## config.mk

```make
export PLATFORM = sky130hd
export DESIGN_NAME = reset_seq
export DESIGN_NICKNAME = d
export VERILOG_FILES = /design/src/rtl/reset_seq.sv
export SDC_FILE = /design/constraint.sdc
export NUM_CORES = 1
export LEC_CHECK = 0
export BUFFER_PORTS_ARGS = -buffer_cell sky130_fd_sc_hd__buf_2
export CAP_MARGIN = 20
export CORE_MARGIN = 5
export CORE_UTILIZATION = 65
export CTS_CLUSTER_DIAMETER = 100
export DETAILED_ROUTE_END_ITERATION = 10
export GPL_TIMING_DRIVEN = 0
export PLACE_DENSITY = 0.92
export SLEW_MARGIN = 20
export SYNTH_ARGS = -nofsm -noshare
export SYNTH_HDL_FRONTEND = slang
export SYNTH_SLANG_ARGS = --single-unit
```

## constraint.sdc

```tcl
create_clock -name clkSYS -period 4.2 [get_ports clkSYS]
set_clock_uncertainty 0.05 [all_clocks]
set_input_delay 0.63 -clock clkSYS [delete_from_list [all_inputs] [get_ports clkSYS]]
set_output_delay 0.63 -clock clkSYS [all_outputs]
set_load 0.01 [all_outputs]
```

## src/rtl/reset_seq.sv

```systemverilog
// Power-on / push-button reset sequencer: debounces a reset key, combines it with
// memory readiness, and releases N active-low reset outputs one at a time.
module reset_seq #(
    parameter int N   = 4,
    parameter int DLY = 1024,
    parameter int DB  = 65536,
    parameter int DIV = 50000000
) (
    input  logic         clkSYS,
    input  logic         n_reset,
    input  logic         key_n,
    input  logic         mem_ready,
    output logic [N-1:0] n_reset_out,
    output logic         busy,
    output logic         tick,
    output logic [7:0]   tick_cnt,
    input  logic         dbg_load,
    input  logic         dbg_shift,
    input  logic         dbg_din,
    output logic         dbg_dout
);

    localparam int DC_W = $clog2(DLY);
    localparam int DB_W = $clog2(DB);
    localparam int TC_W = $clog2(DIV);
    localparam int S_W  = (N > 1) ? $clog2(N) : 1;

    typedef enum logic [1:0] {
        ST_ASSERT,
        ST_WAIT,
        ST_RELEASE,
        ST_RUN
    } state_t;

    state_t          state;
    logic [S_W-1:0]  s;
    logic [DC_W-1:0] dc;
    logic            key_s1;
    logic            key_s2;
    logic            key_db;
    logic [DB_W-1:0] db_cnt;
    logic [TC_W-1:0] tc;
    logic [7:0]      sr;
    logic            req;

    // Key synchroniser and debounce: key_db only follows after DB unbroken disagreeing samples.
    always_ff @(posedge clkSYS) begin
        if (!n_reset) begin
            key_s1 <= 1'b1;
            key_s2 <= 1'b1;
            key_db <= 1'b1;
            db_cnt <= '0;
        end else begin
            key_s1 <= key_n;
            key_s2 <= key_s1;
            if (key_s2 != key_db) begin
                if (db_cnt == DB_W'(DB - 1)) begin
                    key_db <= key_s2;
                    db_cnt <= '0;
                end else begin
                    db_cnt <= db_cnt + 1'b1;
                end
            end else begin
                db_cnt <= '0;
            end
        end
    end

    // mem_ready comes from the same clock domain, so it is used directly.
    assign req = ~key_db | ~mem_ready;

    always_ff @(posedge clkSYS) begin
        if (!n_reset) begin
            state       <= ST_ASSERT;
            n_reset_out <= '0;
            busy        <= 1'b1;
            s           <= '0;
            dc          <= '0;
        end else begin
            case (state)
                ST_ASSERT: begin
                    n_reset_out <= '0;
                    busy        <= 1'b1;
                    state       <= ST_WAIT;
                end
                ST_WAIT: begin
                    if (!req) begin
                        s     <= '0;
                        dc    <= DC_W'(DLY - 1);
                        state <= ST_RELEASE;
                    end
                end
                ST_RELEASE: begin
                    if (req) begin
                        n_reset_out <= '0;
                        state       <= ST_ASSERT;
                    end else if (dc != '0) begin
                        dc <= dc - 1'b1;
                    end else begin
                        // OR-ing keeps earlier stages high, so bits can only release in order.
                        n_reset_out <= n_reset_out | (N'(1) << s);
                        if (s == S_W'(N - 1)) begin
                            busy  <= 1'b0;
                            state <= ST_RUN;
                        end else begin
                            s  <= s + 1'b1;
                            dc <= DC_W'(DLY - 1);
                        end
                    end
                end
                ST_RUN: begin
                    if (req) begin
                        n_reset_out <= '0;
                        busy        <= 1'b1;
                        state       <= ST_ASSERT;
                    end
                end
                default: begin
                    n_reset_out <= '0;
                    busy        <= 1'b1;
                    state       <= ST_ASSERT;
                end
            endcase
        end
    end

    // Free-running divider; it is never held by the sequencer state.
    always_ff @(posedge clkSYS) begin
        if (!n_reset) begin
            tc   <= TC_W'(DIV - 1);
            tick <= 1'b0;
        end else if (tc == '0) begin
            tc   <= TC_W'(DIV - 1);
            tick <= 1'b1;
        end else begin
            tc   <= tc - 1'b1;
            tick <= 1'b0;
        end
    end

    always_ff @(posedge clkSYS) begin
        if (!n_reset) begin
            tick_cnt <= '0;
        end else if (!n_reset_out[N-1]) begin
            tick_cnt <= '0;
        end else if (tick) begin
            tick_cnt <= tick_cnt + 1'b1;
        end
    end

    // Debug scan register: capture has priority over shift.
    always_ff @(posedge clkSYS) begin
        if (!n_reset) begin
            sr <= '0;
        end else if (dbg_load) begin
            sr <= tick_cnt;
        end else if (dbg_shift) begin
            sr <= {sr[6:0], dbg_din};
        end
    end

    assign dbg_dout = sr[7];

endmodule

```

# After elaboration in Yosys (flattened, before gate mapping)
# Cells that the tools add are included.
# word_totals
regBits	81
inputBits	7
output_inout_bits	15
elab_cells	83
# op_classes
n_addsub	5
eq_ne	15
shift	1
muxes	28
n_bitwise	6
n_reduce_logical	15
# ops
cell	count
$mux 10	4
$logic_not 26->1	1
$sub 26x1->26 const B	1
$pmux 10 s2	1
$mux 2	9
$add 16x1->16 const B	1
$eq 16x16->1 const B	1
$mux 8	2
$mux 4	3
$ne 2x2->1 const B	6
$pmux 4 s3	1
$reduce_and 5->1	2
$reduce_bool 10->1	1
$sub 10x1->10 const B	1
$ne 3x3->1 const B	3
$add 8x1->8 const B	1
$pmux 2 s4	1
$reduce_and 4->1	2
$eq 2x2->1 const B	3
$mux 1	5
$not 1->1	4
$or 4x4->4	1
$pmux 2 s2	1
$reduce_and 2->1	2
other kinds (12)	13

# Logic depth before layout (Yosys ltp)
# logic_depth
word_depth	5
ltp_mapped	8
depth_no_buf	6

# Worst setup path before layout
# No wires, ideal clock.
# synth_timing
path_kind	reg-to-reg
start	register tc[0]
end	register tc[22]
setup_time_ps	62
t_arrival_ps	2348
required_ps	4088
path_slack_ps	1739
stages_incl_launch_ff	9
path_buffers	2
synth_period_minus_slack_ps	2461
cell_sequence	dfxtp_1 inv_1 ha_1 or4b_1 buf_2 or4b_1 buf_2 or4_1 nand3_1
# synth_between
elab_chain_len	2
word_cells_on_any_way	3
classes_between	add/sub: 1; reduce/logical: 2
# synth_lines
item	line	source
start: declaration	42	logic [TC_W-1:0] tc;
start signal: assignment	130	tc <= TC_W'(DIV - 1);
start signal: assignment	133	tc <= TC_W'(DIV - 1);
start signal: assignment	136	tc <= tc - 1'b1;
branches (longest 2 deep; another with $sub 26x1->26)	--	
# Several ways; the timed one is not identified.
# A chain may end at the register's enable or synchronous reset.

# Final worst setup path
# layout_timing
start	register dc[0]
end	register dc[4]
# layout_between
elab_chain_len	4
word_cells_on_any_way	7
classes_between	add/sub: 1; eq/ne: 1; mux: 3; reduce/logical: 2
# layout_lines
item	line	source
start: declaration	37	logic [DC_W-1:0] dc;
start signal: assignment	89	dc <= DC_W'(DLY - 1);
start signal: assignment	98	dc <= dc - 1'b1;
start signal: assignment	107	dc <= DC_W'(DLY - 1);
$sub 10x1->10 or $reduce_bool 10->1 (tied branches)	98, 97	
$mux 10	97	end else if (dc != '0) begin
$mux 10	94	if (req) begin
$pmux 10 s2	80	case (state)
# Several ways; a longest one is shown, not always the timed one. The select of a mux whose other input is x is not followed.

==> impl_table.tex <==
\begin{tabular}{lr}
\hline
Metric & Value \\
\hline
\multicolumn{2}{l}{\textbf{Clocking}} \\
\quad H-tree depth & 3 \\
\quad Clock latency of the later-clocked register in the worst-skew pair & between 0.3 and 0.4 ns \\
\quad CTS Root Buffer Type & sky130\_fd\_sc\_hd\_\_clkbuf\_8 \\
\quad Buffers inserted by post-CTS timing repair & 0 \\
\quad TritonCTS clock tree & yes \\
\quad Total clock buffers created by CTS & 9 \\
\quad Post-CTS sizing & 0 \\
\quad Number of sinks driven by the clock tree & $\sim$80 \\
\quad Hold-fix buffer count after cts & 0 \\
\quad Clk buf depth & 2 \\
\quad Clock transition at the registers of the reported paths & around 0.08 ns \\
\multicolumn{2}{l}{\textbf{Floorplanning}} \\
\quad Overall die height & 85.5 um \\
\quad Initial standard-cell utilization of the core & between 60\% and 70\% \\
\quad X dimension of the die & roughly 86 um \\
\quad Boundary Pins & 22 \\
\quad \# rows & 27 \\
\quad Total Die Area & approximately 7300 um2 \\
\quad Floorplan core area & 5540 um2 \\
\multicolumn{2}{l}{\textbf{STA}} \\
\quad Final number of max-transition violations & 0 \\
\quad Worst Tran Pin Value & 0.963 ns \\
\quad Least setup slack across all paths after layout & about 1.6 ns \\
\quad Max Clock Freq & roughly 0.38 GHz \\
\quad Min Tclk post-route & approximately 2.6 ns \\
\quad Post-Route Setup TNS & 0 ns \\
\quad Final period util & 63.0\% \\
\quad Unrepaired setup endpoints after global routing & no \\
\quad Worst-case headroom to the max-slew limit & a little over a third \\
\quad Hold violation total from the final report & 0 \\
\quad Setup-violating endpoint count in the final report & 0 \\
\multicolumn{2}{l}{\textbf{Synth}} \\
\quad Distinct cells, synth & roughly 50 \\
\quad Post-synthesis average cell area & $\sim$9 um2 \\
\quad EDFF count, synth & 0 \\
\quad Cell type with the largest total area after synthesis & sky130\_fd\_sc\_hd\_\_dfxtp\_1 \\
\quad Main area contributors after synthesis & sky130\_fd\_sc\_hd\_\_dfxtp\_1 44\%, sky130\_fd\_sc\_hd\_\_nor2\_1 5.4\%, sky130\_fd\_sc\_hd\_\_xnor2\_1 4.3\%, sky130\_fd\_sc\_hd\_\_nand3\_1 3.2\%, sky130\_fd\_sc\_hd\_\_mux2i\_1 3.0\% \\
\quad Number of cells produced by synthesis & between 400 and 500 \\
\quad Total of flip-flops plus latches after synthesis & 81 \\
\quad Share of the yosys chip area belonging to registers & a little over two fifths \\
\quad Synthesized net count & between 400 and 500 \\
\quad Share of the synthesized area in the top cell type & 43.8\% \\
\quad Share of synthesized registers carrying an async set or reset & 0\% \\
\quad Predominant post-synthesis flop cell & sky130\_fd\_sc\_hd\_\_dfxtp\_1 \\
\quad Dominant cell by count in the synthesized netlist & sky130\_fd\_sc\_hd\_\_dfxtp\_1 \\
\quad Netlist area before placement & approximately 3700 um2 \\
\quad Most frequent cells after synthesis & 81 x sky130\_fd\_sc\_hd\_\_dfxtp\_1, 53 x sky130\_fd\_sc\_hd\_\_nor2\_1, 24 x sky130\_fd\_sc\_hd\_\_nand2\_1, 24 x sky130\_fd\_sc\_hd\_\_nand3\_1, 18 x sky130\_fd\_sc\_hd\_\_xnor2\_1 \\
\quad Warning count from the yosys run & 0 \\
\multicolumn{2}{l}{\textbf{Routing}} \\
\quad Met2 routed WL & $\sim$3700 um \\
\quad Iteration-0 DRC Markers & approximately 150 \\
\quad Top Metal Used & met4 \\
\quad DRT Pass-1 Iters & 7 \\
\quad Via count & $\sim$3,200 \\
\quad DR DRC count & 0 \\
\quad Routed length on met3 & $\sim$390 um \\
\quad Post-detailed-routing wire length & 7750 um \\
\quad Mean routed wirelength per cell & between 10 and 15 um \\
\quad Final antenna-violating net count & 0 \\
\quad Met1 routed wirelength after detailed routing & 3500 um \\
\quad Via-per-instance ratio & slightly above 6 \\
\multicolumn{2}{l}{\textbf{Place}} \\
\quad Final HPWL from detailed placement & about 5400 um \\
\quad Total instance count after detailed placement & 510 \\
\quad Global placer's final weighted congestion & $\sim$0.90 \\
\quad Setup slack after placement & 1.60 ns \\
\quad Count of port buffers added during placement & 18 \\
\multicolumn{2}{l}{\textbf{Finish}} \\
\quad Final \#Nets & $\sim$460 \\
\quad Proportion of layout cells with a drive suffix above 1 & 9.29\% \\
\quad Post-route non-filler standard cell count & between 500 and 600 \\
\quad Fill cell count & roughly 430 \\
\quad Area added between synthesis and finish & 9.18\% \\
\quad Antenna diode instance count & 0 \\
\multicolumn{2}{l}{\textbf{Setup path}} \\
\quad Required time worst endpoint & between 4 and 5 ns \\
\quad Data arrival at the endpoint of the critical path & 2.85 ns \\
\quad Largest driver fanout on the critical path & 9 \\
\quad CP endpoint kind & flip-flop \\
\quad Nature of the critical path startpoint & flip-flop \\
\quad Category of the most critical setup path & flip-flop to flip-flop \\
\multicolumn{2}{l}{\textbf{Power and ir drop}} \\
\quad Worst ir drop on vdd & about 0.27 mV \\
\quad Leakage power of the design & about 0.0014 uW \\
\quad Areal power density over the cells & $\sim$350 nW/um2 \\
\quad Tot Pwr & about 1400 uW \\
\multicolumn{2}{l}{\textbf{Job}} \\
\quad Max-cap viol count & 0 \\
\multicolumn{2}{l}{\textbf{Outcome}} \\
\quad Outcome & finished, final reports clean \\
\multicolumn{2}{l}{\textbf{Global routing}} \\
\quad Combined global-route utilization of all metal layers & between 20\% and 30\% \\
\quad Aggregate global routing overflow & 0 \\
\quad First-pass GRT wire length & around 13,000 um \\
\quad Antenna violations before repair & 0 \\
\quad Maximum number of pins on one net before global-route repair & 13 \\
\quad Number of global-route vias before repair & between 2,000 and 3,000 \\
\multicolumn{2}{l}{\textbf{Worst hold path}} \\
\quad Kind of path behind the tightest hold check & flip-flop to flip-flop \\
\hline
\end{tabular}
final timing paths:
| check | from | endpoint | slack, ns | cells after the start |
|---|---|---|---|---|
| max | dc[0] | dc[4] | 1.55 | 7 |
| min | key_s1 | key_s2 | 0.37 | 1 |
| max reg2reg | dc[0] | dc[4] | 1.55 | 7 |
| min reg2reg | key_s1 | key_s2 | 0.37 | 1 |
metrics by stage:
| stage | hold WS [ns] | util, % | instance area, um2 |
|---|---|---|---|
| 3_5_place_dp | 0.350 | 70.1 | 3890 |
| 4_1_cts | 0.368 | 73.0 | 4050 |
| 3_3_place_gp | 0.349 | 70.1 | 3890 |
| 6_report | 0.367 | 73.0 | 4050 |
| 2_1_floorplan | 0.332 | - | 3710 |
| 5_1_grt | 0.384 | 73.0 | 4050 |
sequential cells by signal (all words and copies together) (netlist names):
register	count
state	2
busy	1
key_db	1
db_cnt	16
dc	10
n_reset_out	4
key_s1	1
s	2
sr	8
tc	26
key_s2	1
tick	1
tick_cnt	8
where the power goes:
group	internal (uW)	total, uW	switching (uW)
clock network	223	489	265
logic	41.9	113	71.6
registers	786	803	17.6
total	1050	1410	355
critical path, stage by stage, from the launching register on:
cell                       delay, ns
sky130_fd_sc_hd__dfxtp_1        0.33
sky130_fd_sc_hd__inv_1          0.10
sky130_fd_sc_hd__ha_1           0.25
sky130_fd_sc_hd__nor4b_1        0.81
sky130_fd_sc_hd__and4_1         0.32
sky130_fd_sc_hd__clkbuf_1       0.32
sky130_fd_sc_hd__nor3_1         0.10
sky130_fd_sc_hd__o221a_2        0.27
cell usage in the layout, fill, tap and decap left out, types with 2 or more instances in the layout:
cell / n
sky130_fd_sc_hd__dfxtp_1: 81
sky130_fd_sc_hd__a21oi_1: 17
sky130_fd_sc_hd__buf_2: 20
sky130_fd_sc_hd__a221oi_1: 2
sky130_fd_sc_hd__or2_2: 4
sky130_fd_sc_hd__o221a_2: 2
sky130_fd_sc_hd__or4b_1: 2
sky130_fd_sc_hd__nor2_1: 53
sky130_fd_sc_hd__o311ai_0: 8
sky130_fd_sc_hd__ha_1: 8
sky130_fd_sc_hd__nor2b_1: 5
sky130_fd_sc_hd__xnor2_1: 18
sky130_fd_sc_hd__clkinv_2: 2
sky130_fd_sc_hd__nand3_1: 24
sky130_fd_sc_hd__nor4b_1: 2
sky130_fd_sc_hd__o41ai_1: 3
sky130_fd_sc_hd__inv_1: 10
sky130_fd_sc_hd__clkbuf_1: 17
sky130_fd_sc_hd__o31ai_1: 7
sky130_fd_sc_hd__or4_1: 13
sky130_fd_sc_hd__clkbuf_8: 10
sky130_fd_sc_hd__nand2_1: 24
sky130_fd_sc_hd__mux2i_1: 11
sky130_fd_sc_hd__o211ai_1: 3
sky130_fd_sc_hd__nor4_1: 13
sky130_fd_sc_hd__nand2b_1: 9
sky130_fd_sc_hd__or3_1: 13
sky130_fd_sc_hd__nand4_1: 9
sky130_fd_sc_hd__and3_1: 4
sky130_fd_sc_hd__o21ai_0: 12
sky130_fd_sc_hd__nor3_1: 10
sky130_fd_sc_hd__xor2_1: 11
sky130_fd_sc_hd__a22o_1: 4
layout make-up:
type	instances	area (um2)	share of cell area, %
Sequential cell	81	1620	40.1
Timing Repair Buffer	18	90.1	2.23
Buffer	19	73.8	1.82
Clock inverter	3	18.8	0.464
Multi-Input combinational cell	310	1970	48.8
Tap cell	72	90.1	2.23
Inverter	10	37.5	0.928
Clock buffer	11	141	3.49
metal layers:
metal  vias up  track usage, %
met1      1528            27.8
met4         0            11.8
li1       1599               -
met5         -               0
met2        82            35.4
met3        20            3.84
cells by family (layout without fill, tap and decap cells):
kind of cell | count (synthesis) | count (layout) | synth area share (%)
xor gates and xnor gates | 29 | 29 | 6.85
buffers and inverters | 29 | 61 | 3.00
muxes | 11 | 11 | 2.97
and+or+nand+nor | 192 | 192 | 27.2
DFF | 81 | 81 | 43.8
adders and majority gates | 8 | 8 | 2.70
AOI/OAI and AO/OA | 70 | 70 | 13.5
No activity file was read; power rests on OpenSTA's default activity.
